## config.mk

```make
export PLATFORM = sky130hd
export DESIGN_NAME = retire_queue
export DESIGN_NICKNAME = d
export VERILOG_FILES = /design/src/rtl/retire_queue.sv
export SDC_FILE = /design/constraint.sdc
export NUM_CORES = 1
export LEC_CHECK = 0
export CORE_MARGIN = 2
export CORE_UTILIZATION = 50
export CTS_BUF_LIST = sky130_fd_sc_hd__clkbuf_16
export DETAILED_ROUTE_END_ITERATION = 10
export PLACE_DENSITY = 0.67
export SLEW_MARGIN = 25
export SYNTH_ARGS = -nofsm -noshare
export SYNTH_HDL_FRONTEND = slang
export SYNTH_SLANG_ARGS = --single-unit
```

## constraint.sdc

```tcl
create_clock -name clk -period 6.4 [get_ports clk]
set_clock_uncertainty 0.15 [all_clocks]
set_input_delay 1.28 -clock clk [delete_from_list [all_inputs] [get_ports clk]]
set_output_delay 1.28 -clock clk [all_outputs]
set_load 0.005 [all_outputs]
```

## src/rtl/retire_queue.sv

```systemverilog
// retire_queue: in-order retire buffer that sits downstream of the reservation station.
// Each dispatched instruction gets one entry, and the entry's index is its ROB number.
// Functional units mark entries done through two completion ports.
// When the oldest entry is done it retires: its result goes out to the architectural
// register file, and its superseded physical register goes back to the free pool.
// Optional feature: define RETIRE_QUEUE_FLUSH_EN to add a 'flush' input.
// Flush empties the queue in one edge.
module retire_queue #(
   parameter int DEPTH  = 16,
   parameter int IDX_W  = 4,
   parameter int PREG_W = 6,
   parameter int AREG_W = 5,
   parameter int DATA_W = 32,
   parameter int PC_W   = 12
) (
   input  logic              clk,
   input  logic              rst,
`ifdef RETIRE_QUEUE_FLUSH_EN
   input  logic              flush,
`endif
   input  logic              disp_valid,
   output logic              disp_ready,
   input  logic [PC_W-1:0]   disp_pc,
   input  logic              disp_reg_write,
   input  logic [AREG_W-1:0] disp_rd_arch,
   input  logic [PREG_W-1:0] disp_rd_phys,
   input  logic [PREG_W-1:0] disp_rd_old,
   output logic [IDX_W-1:0]  disp_rob_num,
   input  logic              cmpl0_valid,
   input  logic [IDX_W-1:0]  cmpl0_rob_num,
   input  logic [DATA_W-1:0] cmpl0_data,
   input  logic              cmpl1_valid,
   input  logic [IDX_W-1:0]  cmpl1_rob_num,
   input  logic [DATA_W-1:0] cmpl1_data,
   output logic              ret_valid,
   output logic [PC_W-1:0]   ret_pc,
   output logic              ret_reg_write,
   output logic [AREG_W-1:0] ret_rd_arch,
   output logic [PREG_W-1:0] ret_rd_phys,
   output logic [DATA_W-1:0] ret_data,
   output logic              free_push,
   output logic [PREG_W-1:0] free_reg,
   output logic [IDX_W:0]    count
);

   localparam logic [IDX_W:0] FULL_CNT = (IDX_W+1)'(DEPTH);

   // Dispatch handshake: a transfer happens on a rising edge where disp_valid and
   // disp_ready are both high. disp_ready depends only on the registered count, so a
   // retire in the same cycle does not open a slot until the following cycle.
   // disp_rob_num is valid whenever disp_ready is high.

   logic [DEPTH-1:0]  r_valid;
   logic [DEPTH-1:0]  r_done;
   logic [PC_W-1:0]   r_pc   [DEPTH];
   logic              r_rw   [DEPTH];
   logic [AREG_W-1:0] r_arch [DEPTH];
   logic [PREG_W-1:0] r_phys [DEPTH];
   logic [PREG_W-1:0] r_old  [DEPTH];
   logic [DATA_W-1:0] r_data [DEPTH];
   logic [IDX_W-1:0]  r_head;
   logic [IDX_W-1:0]  r_tail;
   logic [IDX_W:0]    r_count;

   logic w_flush;
   logic w_disp;
   logic w_ret;
   logic w_c0;
   logic w_c1;

`ifdef RETIRE_QUEUE_FLUSH_EN
   assign w_flush = flush;
`else
   assign w_flush = 1'b0;
`endif

   assign disp_ready   = (r_count < FULL_CNT);
   assign disp_rob_num = r_tail;
   assign count        = r_count;

   assign w_disp = disp_valid & disp_ready;
   // Retire is decided from registered state only.
   // A completion therefore never bypasses into the same edge's retire.
   assign w_ret  = r_valid[r_head] & r_done[r_head];
   // Completions only count against entries that are already valid.
   assign w_c0   = cmpl0_valid & r_valid[cmpl0_rob_num];
   assign w_c1   = cmpl1_valid & r_valid[cmpl1_rob_num];

   // Queue control: pointers, occupancy and per-entry valid/done flags.
   always_ff @(posedge clk) begin
      if (rst || w_flush) begin
         r_valid <= '0;
         r_done  <= '0;
         r_head  <= '0;
         r_tail  <= '0;
         r_count <= '0;
      end else begin
         if (w_ret) begin
            r_valid[r_head] <= 1'b0;
            r_head          <= r_head + 1'b1;
         end
         // The tail slot is never valid when dispatch is allowed.
         // So this cannot collide with a completion or a retire of the same slot.
         if (w_disp) begin
            r_valid[r_tail] <= 1'b1;
            r_done[r_tail]  <= 1'b0;
            r_tail          <= r_tail + 1'b1;
         end
         if (w_c1) r_done[cmpl1_rob_num] <= 1'b1;
         if (w_c0) r_done[cmpl0_rob_num] <= 1'b1;
         case ({w_disp, w_ret})
            2'b10:   r_count <= r_count + 1'b1;
            2'b01:   r_count <= r_count - 1'b1;
            default: r_count <= r_count;
         endcase
      end
   end

   // Entry payload captured at dispatch. No reset is needed because the valid bits gate every use.
   always_ff @(posedge clk) begin
      if (w_disp) begin
         r_pc[r_tail]   <= disp_pc;
         r_rw[r_tail]   <= disp_reg_write;
         r_arch[r_tail] <= disp_rd_arch;
         r_phys[r_tail] <= disp_rd_phys;
         r_old[r_tail]  <= disp_rd_old;
      end
   end

   // Result capture. Port 0 is written last, so it wins when both ports target one entry.
   always_ff @(posedge clk) begin
      if (w_c1) r_data[cmpl1_rob_num] <= cmpl1_data;
      if (w_c0) r_data[cmpl0_rob_num] <= cmpl0_data;
   end

   // Registered retire and free-pool outputs. They pulse for one cycle and otherwise hold their fields.
   always_ff @(posedge clk) begin
      if (rst) begin
         ret_valid     <= 1'b0;
         ret_pc        <= '0;
         ret_reg_write <= 1'b0;
         ret_rd_arch   <= '0;
         ret_rd_phys   <= '0;
         ret_data      <= '0;
         free_push     <= 1'b0;
         free_reg      <= '0;
      end else if (w_flush) begin
         ret_valid <= 1'b0;
         free_push <= 1'b0;
      end else begin
         ret_valid <= w_ret;
         free_push <= w_ret & r_rw[r_head] & (r_arch[r_head] != '0);
         if (w_ret) begin
            ret_pc        <= r_pc[r_head];
            ret_reg_write <= r_rw[r_head];
            ret_rd_arch   <= r_arch[r_head];
            ret_rd_phys   <= r_phys[r_head];
            ret_data      <= r_data[r_head];
            free_reg      <= r_old[r_head];
         end
      end
   end

endmodule

```

Yosys cells after proc, flatten, opt, wreduce, memory -nomap -nowiden:

Memories as Yosys holds them, arrays and structs flattened. A register that Yosys moved wholly into a read port is not among the register bits.
Cells that the tools add are included.

* register bits after elaboration: 53
* bits in latches: 0
* memory bits (writable): 992
* memory bits (read-only): 0
* input port bits: 107
* output and inout bits: 74
* logic and storage cells: 84
* memories kept: 6

* add/sub/neg operators: 4
* multipliers: 0
* div/mod/pow operators: 0
* magnitude comparators: 9
* eq/ne operators: 2
* shift-type cells: 0
* muxes and demuxes: 35
* bitwise gates (word level): 13
* reduce and logical (&&, ||, !) cells: 6

Memory list
* r_data: words 16, bits a word 32, rd ports 1, clocked after memory_dff 1, write ports 2, line 60 `logic [DATA_W-1:0] r_data [DEPTH];`
* r_pc: words 16, bits a word 12, rd ports 1, clocked after memory_dff 1, write ports 1, line 55 `logic [PC_W-1:0] r_pc [DEPTH];`
* r_old: words 16, bits a word 6, rd ports 1, clocked after memory_dff 1, write ports 1, line 59 `logic [PREG_W-1:0] r_old [DEPTH];`
* r_phys: words 16, bits a word 6, rd ports 1, clocked after memory_dff 1, write ports 1, line 58 `logic [PREG_W-1:0] r_phys [DEPTH];`
* r_arch: words 16, bits a word 5, rd ports 1, clocked after memory_dff 1, write ports 1, line 57 `logic [AREG_W-1:0] r_arch [DEPTH];`
* r_rw: words 16, bits a word 1, rd ports 1, clocked after memory_dff 1, write ports 1, line 56 `logic r_rw [DEPTH];`

Operator list (count)
* $mux W16: 8
* $or A16 B16 Y16: 3
* $and A16 B16 Y16: 2
* $not A16 Y16: 2
* $lt A4 B5 Y1 const B: 4
* $bmux W1 S4: 4
* $demux W1 S4: 4
* $ge A4 B1 Y1 const B: 4
* $mux W4: 4
* $mux W1: 14
* $pmux W5 S2: 1
* $add A4 B1 Y4 const B: 2
* $and A1 B1 Y1: 6
* $add A5 B1 Y5 const B: 1
* $lt A5 B5 Y1 const B: 1
* $reduce_bool A5 Y1: 1
* $sub A5 B1 Y5 const B: 1
* $logic_and A1 B1 Y1: 4
* $eq A2 B1 Y1 const B: 1
* $eq A2 B2 Y1 const B: 1
* $reduce_bool A2 Y1: 1

Longest topological paths before layout:

Gate-level depths: netlist of run 1.

* depth in word-level cells: 13
* mapped depth: 16

Worst setup path before layout of run 1:

Ideal clock, no wire load.

* path type: in2reg
* start: input cmpl1_rob_num[0]
* end: memory r_data[8][0] (enable)
* arrival: 4286 ps
* data required time: 5784 ps
* path slack: 1498 ps
* stages: 4
* path buffers: 2
* path through: clkbuf_1 clkbuf_1 or2_2 o21ai_0

RTL lines
* start, declared: line 33 `input logic [IDX_W-1:0] cmpl1_rob_num,`
* end, declared: line 60

Final worst setup path of run 1:

* start: register r_head[1]
* end: register ret_data[22], read port of r_data

* longest elaborated chain between the ends: 3
* elaborated cells between the ends (all ways): 5
* classes of those cells: mux: 4; bitwise: 1

Ends and longest elaborated chain
* start, declared: line 61 `logic [IDX_W-1:0] r_head;`
* start signal, assigned: line 100 `r_head <= r_head + 1'b1;`
* $bmux W1 S4: line 84 `assign w_ret = r_valid[r_head] & r_done[r_head];`
* $mux W1 (implied by the code): line 84
* $and A1 B1 Y1: line 84
* end, declared: line 40 `output logic [DATA_W-1:0] ret_data,`

Several ways; a longest one is shown, not always the timed one. The select of a mux whose other input is x is not followed.
A chain may end at the register's enable or synchronous reset.

==> flow_summary.html, run 1 <==
<table>
<tr><th>Metric</th><th>Value</th></tr>
<tr><th colspan="2">Outcome</th></tr>
<tr><td>Result of the run</td><td>completed</td></tr>
<tr><th colspan="2">STA</th></tr>
<tr><td>Accumulated negative setup slack</td><td>0 ns</td></tr>
<tr><td>Normalized max-slew margin</td><td>0.264</td></tr>
<tr><td>Highest Clock Rate</td><td>234 MHz</td></tr>
<tr><td>Count of final setup violators</td><td>0</td></tr>
<tr><td>Worst-Margin Slew</td><td>1.10 ns</td></tr>
<tr><td>Final slew viol count</td><td>0</td></tr>
<tr><td>Setup slack after layout</td><td>2.13 ns</td></tr>
<tr><td>Fin Hold WS</td><td>0.312 ns</td></tr>
<tr><td>Setup repair after global routing missed its margin</td><td>no</td></tr>
<tr><td>Time the worst path needs with I/O delays and setup</td><td>4.27 ns</td></tr>
<tr><td>Part of the cycle the worst path needs</td><td>0.668</td></tr>
<tr><td>Final hold violations</td><td>0</td></tr>
<tr><th colspan="2">Pwr</th></tr>
<tr><td>Register share of total power</td><td>0.529</td></tr>
<tr><td>Sw frac</td><td>0.205</td></tr>
<tr><td>P per Cell Area</td><td>around 270 nW/um^2</td></tr>
<tr><td>Design internal power</td><td>between 10 and 15 mW</td></tr>
<tr><td>Net Switching</td><td>3.08 mW</td></tr>
<tr><td>Combinational group share of total power</td><td>0.035</td></tr>
<tr><td>Leak pwr</td><td>17.4 nW</td></tr>
<tr><td>Clock group share of total power</td><td>0.437</td></tr>
<tr><td>Worst VDD drop</td><td>about 220 uV</td></tr>
<tr><td>Total power</td><td>15.0 mW</td></tr>
<tr><th colspan="2">Finish</th></tr>
<tr><td>Final net count</td><td>2869</td></tr>
<tr><td>Number of flip-flops in the largest register</td><td>512</td></tr>
<tr><td>Number of fillers in the final layout</td><td>7225</td></tr>
<tr><td>Layout cells sized above 1</td><td>0.349</td></tr>
<tr><td>Synth-to-Final Area Change</td><td>13.8%</td></tr>
<tr><td>Biggest registers after layout</td><td>r_data x512, r_pc x192</td></tr>
<tr><td>Register with the most flip-flops</td><td>r_data</td></tr>
<tr><td>Most common cell after layout, fill and taps aside</td><td>sky130_fd_sc_hd__edfxtp_1</td></tr>
<tr><td>Most used cells in the layout excluding fill and tap cells</td><td>sky130_fd_sc_hd__edfxtp_1, sky130_fd_sc_hd__mux2_2, sky130_fd_sc_hd__mux4_2</td></tr>
<tr><th colspan="2">Job</th></tr>
<tr><td>Number of violations of the max-capacitance limit</td><td>0</td></tr>
<tr><th colspan="2">Clock tree</th></tr>
<tr><td>Maximum level of the CTS H-tree</td><td>3</td></tr>
<tr><td>Maximum count of clock buffers along a single path</td><td>3</td></tr>
<tr><td>Buffer cell driving the clock tree root</td><td>sky130_fd_sc_hd__clkbuf_16</td></tr>
<tr><td>CTS tree</td><td>yes</td></tr>
<tr><td>Clk slew on worst S/H paths</td><td>0.06 ns</td></tr>
<tr><td>Inserted Clock Buffers</td><td>111</td></tr>
<tr><td>Clock network latency to the later pin of the worst-skew pair</td><td>0.69 ns</td></tr>
<tr><td>Number of post-CTS setup repair buffers</td><td>0</td></tr>
<tr><td>Post-CTS resize count</td><td>0</td></tr>
<tr><td>Clock sink count</td><td>1105</td></tr>
<tr><td>Number of buffers added to fix hold violations after cts</td><td>0</td></tr>
<tr><th colspan="2">Routing</th></tr>
<tr><td>Post-detailed-route count of antenna-violating nets</td><td>0</td></tr>
<tr><td>Total iterations of the first detailed-routing run</td><td>7</td></tr>
<tr><td>Total via count after detailed routing</td><td>26300</td></tr>
<tr><td>DR WL/cell</td><td>30.4 um</td></tr>
<tr><td>Final Routed Wirelength</td><td>around 130000 um</td></tr>
<tr><td>Vias per cell</td><td>6.38</td></tr>
<tr><td>Initial drt markers</td><td>2688</td></tr>
<tr><td>Post-detailed-route DRC marker count</td><td>0</td></tr>
<tr><th colspan="2">Synthesis</th></tr>
<tr><td>Synth Net Count</td><td>2759</td></tr>
<tr><td>Synthesized netlist cell count</td><td>2641</td></tr>
<tr><td>Synthesized area per cell</td><td>18.4 sq um</td></tr>
<tr><td>Most common flop cell mapped by yosys</td><td>sky130_fd_sc_hd__edfxtp_1</td></tr>
<tr><td>Area fraction of the dominant cell type after synthesis</td><td>0.613</td></tr>
<tr><td>Synth top area cells</td><td>sky130_fd_sc_hd__edfxtp_1, sky130_fd_sc_hd__mux4_2, sky130_fd_sc_hd__mux2_2</td></tr>
<tr><td>Share of flip-flops with an asynchronous set or reset</td><td>0</td></tr>
<tr><td>EDFF count, synth</td><td>992</td></tr>
<tr><td>Register area share after synthesis</td><td>0.659</td></tr>
<tr><td>FF+latch count, synth</td><td>1105</td></tr>
<tr><td>Synth cell types</td><td>53</td></tr>
<tr><td>Area of the mapped netlist</td><td>48600 sq um</td></tr>
<tr><td>Number of warning messages in the yosys log</td><td>0</td></tr>
<tr><td>Cell taking the most area after synthesis</td><td>sky130_fd_sc_hd__edfxtp_1</td></tr>
<tr><th colspan="2">Critical path</th></tr>
<tr><td>Slack of the worst reg-to-reg path</td><td>~2.1 ns</td></tr>
<tr><td>Type of element capturing the critical path</td><td>flop</td></tr>
<tr><td>Number of cells on the worst reg-to-reg path</td><td>6</td></tr>
<tr><td>Category of the worst setup path launch point</td><td>flop</td></tr>
<tr><td>Largest fanout of any net on the critical path</td><td>68</td></tr>
<tr><td>First element of the critical path</td><td>r_head[1]</td></tr>
<tr><td>Startpoint-to-endpoint class of the critical path</td><td>reg2reg</td></tr>
<tr><td>Data arrival, critical path</td><td>4.68 ns</td></tr>
<tr><td>Critical path data required time</td><td>6.80 ns</td></tr>
<tr><td>Capturing point of the worst reg2reg path</td><td>ret_data[22]</td></tr>
<tr><td>Launching point of the worst reg2reg path</td><td>r_head[1]</td></tr>
<tr><td>Worst Setup EP</td><td>ret_data[22]</td></tr>
<tr><th colspan="2">Die</th></tr>
<tr><td>Number of placement rows</td><td>approximately 110</td></tr>
<tr><td>Io pins</td><td>181</td></tr>
<tr><td>Std-Cell Core Area</td><td>96600 sq um</td></tr>
<tr><td>Die footprint</td><td>around 100000 sq um</td></tr>
<tr><td>Effective utilization at floorplan</td><td>0.503</td></tr>
<tr><td>Floorplan die width</td><td>316 um</td></tr>
<tr><td>Overall die height</td><td>~320 um</td></tr>
<tr><th colspan="2">Min path</th></tr>
<tr><td>Worst min-delay path class</td><td>reg2reg</td></tr>
<tr><th colspan="2">Global route</th></tr>
<tr><td>GRT Util Overall</td><td>0.254</td></tr>
<tr><td>Pin count of the biggest net entering global routing</td><td>102</td></tr>
<tr><td>Initial antenna violation count</td><td>11</td></tr>
<tr><td>Remaining global-route overflow</td><td>0</td></tr>
<tr><td>Wire length of the first global-routing pass</td><td>between 150000 and 200000 um</td></tr>
<tr><td>Via count of the first global-routing pass</td><td>27400</td></tr>
<tr><th colspan="2">Place</th></tr>
<tr><td>Post-placement setup slack</td><td>1.69 ns</td></tr>
<tr><td>HPWL after detailed placement</td><td>71500 um</td></tr>
<tr><td>Global placer's final weighted congestion</td><td>0.851</td></tr>
<tr><td>I/O Buffers</td><td>180</td></tr>
</table>
-- critical path: stages (launching register included) --
cell	delay, ns
sky130_fd_sc_hd__dfxtp_4	0.94
sky130_fd_sc_hd__buf_4	0.77
sky130_fd_sc_hd__buf_4	0.97
sky130_fd_sc_hd__mux4_2	0.46
sky130_fd_sc_hd__mux4_2	0.53
sky130_fd_sc_hd__o21ai_1	0.13
sky130_fd_sc_hd__a21oi_1	0.09
-- kinds of logic after synthesis --
group	share of synthesized area
AO/OA/AOI/OAI	0.0268
buffers and inverters	0.0238
XOR/XNOR	0.00126
AND/OR/NAND/NOR	0.0203
multiplexers	0.266
flip-flops	0.659
adder cells (fa/ha/maj)	0.00283
-- worst min-delay path by stage --
stage	start	endpoint	slack (ns)	cells past startpoint
floorplan	r_done[12]	r_done[12]	0.31	2
global placement	ret_data[22]	ret_data[22]	0.30	2
detailed placement	ret_data[18]	ret_data[18]	0.31	2
CTS	ret_pc[8]	ret_pc[8]	0.32	2
global route	ret_data[18]	ret_data[18]	0.33	2
finish	ret_pc[8]	ret_pc[8]	0.31	2
-- layer usage --
metal / vias to the layer above / wire (um) / track usage
met5: - / 142 / 0
met4: 20 / 3440 / 0.0754
met3: 239 / 9400 / 0.0487
met2: 1121 / 62900 / 0.428
met1: 14000 / 49500 / 0.338
li1: 11000 / - / -
-- through the flow --
stage | instances | util | instance area [sq um]
final | 4125 | 0.573 | 55300
after detailed placement | 3914 | 0.535 | 51600
after CTS | 4124 | 0.573 | 55300
after floorplan | 2641 | - | 48600
after global routing | 4124 | 0.573 | 55300
after global placement | 3914 | 0.534 | 51600
-- cells in the mapped netlist (all sizes together), types with 5 or more instances --
master  instances
nor2b           8
o21ai          77
and3            6
a22oi          10
nand4           5
dfxtp         113
mux2          514
nand3          79
buf           104
inv            25
a21bo          16
nor2           32
ha             11
xor2            5
mux4          316
a222oi         10
edfxtp        992
nand2          46
a21oi          90
clkbuf        136
-- power groups by stage --
stage          combinational (mW)  clock [mW]  sequential (mW)
6_report                    0.518        6.54             7.92
2_1_floorplan               0.275           0             8.07
4_1_cts                     0.516        6.64             7.92
3_5_place_dp                0.512           0             8.07
5_1_grt                     0.558        6.90             7.92
3_3_place_gp                0.490           0             8.07
-- area by class of cell --
cell class              instances  area (sq um)  share of cell area
inverters                      26           100             0.00181
flip-flops and latches       1105         32100               0.580
repair buffers                237          2250              0.0407
multi-input cells            1270         15600               0.283
diodes                          1          2.50           0.0000452
clock inverters                97           847              0.0153
well taps                    1276          1600              0.0289
clock buffers                 113          2830              0.0511
Power figures use the tool's default switching activity.
==> run 2: changes to the inputs <==
- clock period: 6.4 -> 4.4 ns (I/O delays scaled with it)
==> flow_summary.html, run 2 (synthesis results as in run 1) <==
<table>
<tr><th>Metric</th><th>Value</th></tr>
<tr><th colspan="2">Finish</th></tr>
<tr><td>Most used cells in the layout excluding fill and tap cells</td><td>sky130_fd_sc_hd__edfxtp_1, sky130_fd_sc_hd__mux2_2, sky130_fd_sc_hd__mux4_2 (unchanged)</td></tr>
<tr><td>Layout cells sized above 1</td><td>0.354 (was 0.349)</td></tr>
<tr><td>Biggest registers after layout</td><td>r_data x512, r_pc x192 (unchanged)</td></tr>
<tr><td>FF+latch area</td><td>32100 sq um (unchanged)</td></tr>
<tr><td>Antenna diode count</td><td>0 (was 1)</td></tr>
<tr><td>Multi-input gate area</td><td>15600 sq um (about the same)</td></tr>
<tr><td>Synth-to-Final Area Change</td><td>14.7% (was 13.8%)</td></tr>
<tr><td>Register with the most flip-flops</td><td>r_data (unchanged)</td></tr>
<tr><td>Number of cells in the finished layout apart from fillers</td><td>4159 (was 4125)</td></tr>
<tr><td>Layout Cell Area excl Fill</td><td>55700 sq um (was 55300 sq um)</td></tr>
<tr><td>Number of fillers in the final layout</td><td>7123 (was 7225)</td></tr>
<tr><td>Number of flip-flops in the largest register</td><td>512 (unchanged)</td></tr>
<tr><td>Final net count</td><td>2901 (was 2869)</td></tr>
<tr><td>Most common cell after layout, fill and taps aside</td><td>sky130_fd_sc_hd__edfxtp_1 (unchanged)</td></tr>
<tr><th colspan="2">Place</th></tr>
<tr><td>Global placer's final weighted congestion</td><td>0.915 (was 0.851)</td></tr>
<tr><td>Placed instance area</td><td>52200 sq um (was 51600 sq um)</td></tr>
<tr><td>I/O Buffers</td><td>180 (unchanged)</td></tr>
<tr><td>HPWL after detailed placement</td><td>73800 um (was 71500 um)</td></tr>
<tr><td>Post-placement cell count</td><td>3943 (was 3914)</td></tr>
<tr><th colspan="2">Routing</th></tr>
<tr><td>Initial drt markers</td><td>3333 (was 2688)</td></tr>
<tr><td>Final Routed Wirelength</td><td>125000 um (about the same)</td></tr>
<tr><td>DR WL/cell</td><td>30.1 um (was 30.4 um)</td></tr>
<tr><td>Post-detailed-route count of antenna-violating nets</td><td>0 (unchanged)</td></tr>
<tr><td>Total iterations of the first detailed-routing run</td><td>9 (was 7)</td></tr>
<tr><td>Total via count after detailed routing</td><td>26400 (was 26300)</td></tr>
<tr><td>Vias per cell</td><td>6.36 (was 6.38)</td></tr>
<tr><td>Post-detailed-route DRC marker count</td><td>0 (unchanged)</td></tr>
<tr><th colspan="2">Die</th></tr>
<tr><td>Io pins</td><td>181 (unchanged)</td></tr>
<tr><td>Std-Cell Core Area</td><td>96600 sq um (unchanged)</td></tr>
<tr><td>Floorplan die width</td><td>316 um (unchanged)</td></tr>
<tr><td>Number of placement rows</td><td>114 (unchanged)</td></tr>
<tr><td>Die footprint</td><td>99700 sq um (unchanged)</td></tr>
<tr><td>Effective utilization at floorplan</td><td>0.503 (unchanged)</td></tr>
<tr><td>Overall die height</td><td>316 um (unchanged)</td></tr>
<tr><th colspan="2">Global route</th></tr>
<tr><td>Remaining global-route overflow</td><td>0 (unchanged)</td></tr>
<tr><td>Via count of the first global-routing pass</td><td>27700 (was 27400)</td></tr>
<tr><td>Initial antenna violation count</td><td>4 (was 11)</td></tr>
<tr><td>GRT Util Overall</td><td>0.253 (was 0.254)</td></tr>
<tr><td>Wire length of the first global-routing pass</td><td>184000 um (about the same)</td></tr>
<tr><td>Pin count of the biggest net entering global routing</td><td>112 (was 102)</td></tr>
<tr><th colspan="2">Critical path</th></tr>
<tr><td>Chain of cells forming the critical path</td><td>inv_2 -&gt; mux4_2 -&gt; o22a_4 -&gt; nand2_1 -&gt; ha_1 -&gt; xor2_1 -&gt; ha_1 -&gt; a21oi_1 -&gt; o22ai_1 -&gt; a222oi_1 -&gt; or3_1 -&gt; a21oi_1 (was buf_4 -&gt; buf_4 -&gt; mux4_2 -&gt; mux4_2 -&gt; o21ai_1 -&gt; a21oi_1)</td></tr>
<tr><td>Peak per-stage delay on the critical path</td><td>0.61 ns (was 0.97 ns)</td></tr>
<tr><td>Critical path data required time</td><td>4.80 ns (was 6.80 ns)</td></tr>
<tr><td>Launching point of the worst reg2reg path</td><td>r_head[1] (unchanged)</td></tr>
<tr><td>Type of element capturing the critical path</td><td>flop (unchanged)</td></tr>
<tr><td>Largest fanout of any net on the critical path</td><td>7 (was 68)</td></tr>
<tr><td>First element of the critical path</td><td>r_head[1] (unchanged)</td></tr>
<tr><td>Category of the worst setup path launch point</td><td>flop (unchanged)</td></tr>
<tr><td>Startpoint-to-endpoint class of the critical path</td><td>reg2reg (unchanged)</td></tr>
<tr><td>Data arrival, critical path</td><td>3.96 ns (was 4.68 ns)</td></tr>
<tr><td>Worst path slowest cell</td><td>sky130_fd_sc_hd__mux4_2 (was sky130_fd_sc_hd__buf_4)</td></tr>
<tr><th colspan="2">Clock tree</th></tr>
<tr><td>Maximum count of clock buffers along a single path</td><td>3 (unchanged)</td></tr>
<tr><td>Inserted Clock Buffers</td><td>113 (was 111)</td></tr>
<tr><td>Number of post-CTS setup repair buffers</td><td>0 (unchanged)</td></tr>
<tr><td>Buffer cell driving the clock tree root</td><td>sky130_fd_sc_hd__clkbuf_16 (unchanged)</td></tr>
<tr><td>Clock network latency to the later pin of the worst-skew pair</td><td>0.70 ns (was 0.69 ns)</td></tr>
<tr><td>CTS tree</td><td>yes (unchanged)</td></tr>
<tr><td>Clock sink count</td><td>1105 (unchanged)</td></tr>
<tr><td>Maximum level of the CTS H-tree</td><td>3 (unchanged)</td></tr>
<tr><td>Number of buffers added to fix hold violations after cts</td><td>0 (unchanged)</td></tr>
<tr><td>Post-CTS resize count</td><td>0 (unchanged)</td></tr>
<tr><td>Clk slew on worst S/H paths</td><td>0.06 ns (about the same)</td></tr>
<tr><th colspan="2">Pwr</th></tr>
<tr><td>Worst VDD drop</td><td>316 uV (was 220 uV)</td></tr>
<tr><td>Total power</td><td>21.4 mW (was 15.0 mW)</td></tr>
<tr><td>P per Cell Area</td><td>384 nW/um^2 (was 271 nW/um^2)</td></tr>
<tr><td>Leak pwr</td><td>17.5 nW (was 17.4 nW)</td></tr>
<tr><th colspan="2">Min path</th></tr>
<tr><td>Hold path startpoint</td><td>ret_pc[9] (was ret_pc[8])</td></tr>
<tr><td>Worst min-delay path class</td><td>reg2reg (unchanged)</td></tr>
<tr><th colspan="2">STA</th></tr>
<tr><td>Setup repair after global routing missed its margin</td><td>no (unchanged)</td></tr>
<tr><td>Worst-Margin Slew</td><td>1.07 ns (was 1.10 ns)</td></tr>
<tr><td>Time the worst path needs with I/O delays and setup</td><td>3.55 ns (was 4.27 ns)</td></tr>
<tr><td>Fin Hold WS</td><td>0.313 ns (was 0.312 ns)</td></tr>
<tr><td>Accumulated negative setup slack</td><td>0 ns (unchanged)</td></tr>
<tr><td>Count of final setup violators</td><td>0 (unchanged)</td></tr>
<tr><td>Highest Clock Rate</td><td>281 MHz (was 234 MHz)</td></tr>
<tr><td>Final hold violations</td><td>0 (unchanged)</td></tr>
<tr><td>Final slew viol count</td><td>0 (unchanged)</td></tr>
<tr><td>Part of the cycle the worst path needs</td><td>0.807 (was 0.668)</td></tr>
<tr><td>Normalized max-slew margin</td><td>0.290 (was 0.264)</td></tr>
<tr><th colspan="2">Outcome</th></tr>
<tr><td>Result of the run</td><td>completed (unchanged)</td></tr>
<tr><th colspan="2">Job</th></tr>
<tr><td>Number of violations of the max-capacitance limit</td><td>0 (unchanged)</td></tr>
</table>
-- run 2: changes by cell type in the layout (fill, tap and decap cells not counted), moves of 3 or more --
cell | before | now
sky130_fd_sc_hd__a21o_2 | 0 | 3
sky130_fd_sc_hd__a21o_4 | 3 | 0
sky130_fd_sc_hd__buf_12 | 2 | 24
sky130_fd_sc_hd__buf_16 | 0 | 5
sky130_fd_sc_hd__bufinv_16 | 14 | 7
sky130_fd_sc_hd__clkinv_1 | 29 | 41
sky130_fd_sc_hd__clkinv_2 | 22 | 25
sky130_fd_sc_hd__inv_1 | 43 | 39
-- run 2: layout make-up --
cell class | instances | share of cell area
inverter | 26 | 0.00180
multi-input combinational | 1270 | 0.280
tap | 1276 | 0.0286
sequential | 1105 | 0.575
clock inverter | 101 | 0.0123
timing repair buffer | 267 | 0.0512
clock buffer | 114 | 0.0512
-- run 2: metal layers --
| layer | vias to the layer above | GRT usage | wire [um] | part of all wire |
|---|---|---|---|---|
| met5 | - | 0 | 34 | 0.00027 |
| met1 | 13900 | 0.333 | 48500 | 0.39 |
| met2 | 1225 | 0.422 | 62500 | 0.50 |
| met4 | 6 | 0.0850 | 3880 | 0.031 |
| li1 | 11000 | - | - | - |
| met3 | 238 | 0.0539 | 10400 | 0.083 |
-- run 2: power breakdown --
group | total (mW) | internal (mW) | switching [mW]
clock network | 9.11 | 5.11 | 4.00
logic | 0.760 | 0.342 | 0.417
registers | 11.5 | 11.5 | 0.0246
total | 21.4 | 16.9 | 4.44
-- run 2: worst max-delay path, delay by kind of cell, from the launching register on --
kind            cells  cell delay (ns)
compound gates      5             1.09
mux                 1             0.61
fa+ha+maj           2             0.55
simple gates        2             0.38
flops               1             0.34
buf+inv             1             0.16
xor+xnor            1             0.12
-- run 2: final timing paths --
path | to | slack (ns) | cells after the start
worst max-delay path | count[4] | 0.85 | 12
worst min-delay path | ret_pc[9] | 0.31 | 2
worst max register to register | count[4] | 0.85 | 12
worst min register to register | ret_pc[9] | 0.31 | 2
-- run 2: through the flow --
step / setup WS [ns] / util
5_1_grt: 0.629 / 0.577
4_1_cts: 0.904 / 0.577
2_1_floorplan: -0.102 / -
3_3_place_gp: 0.342 / 0.539
6_report: 0.847 / 0.577
3_5_place_dp: 0.418 / 0.540
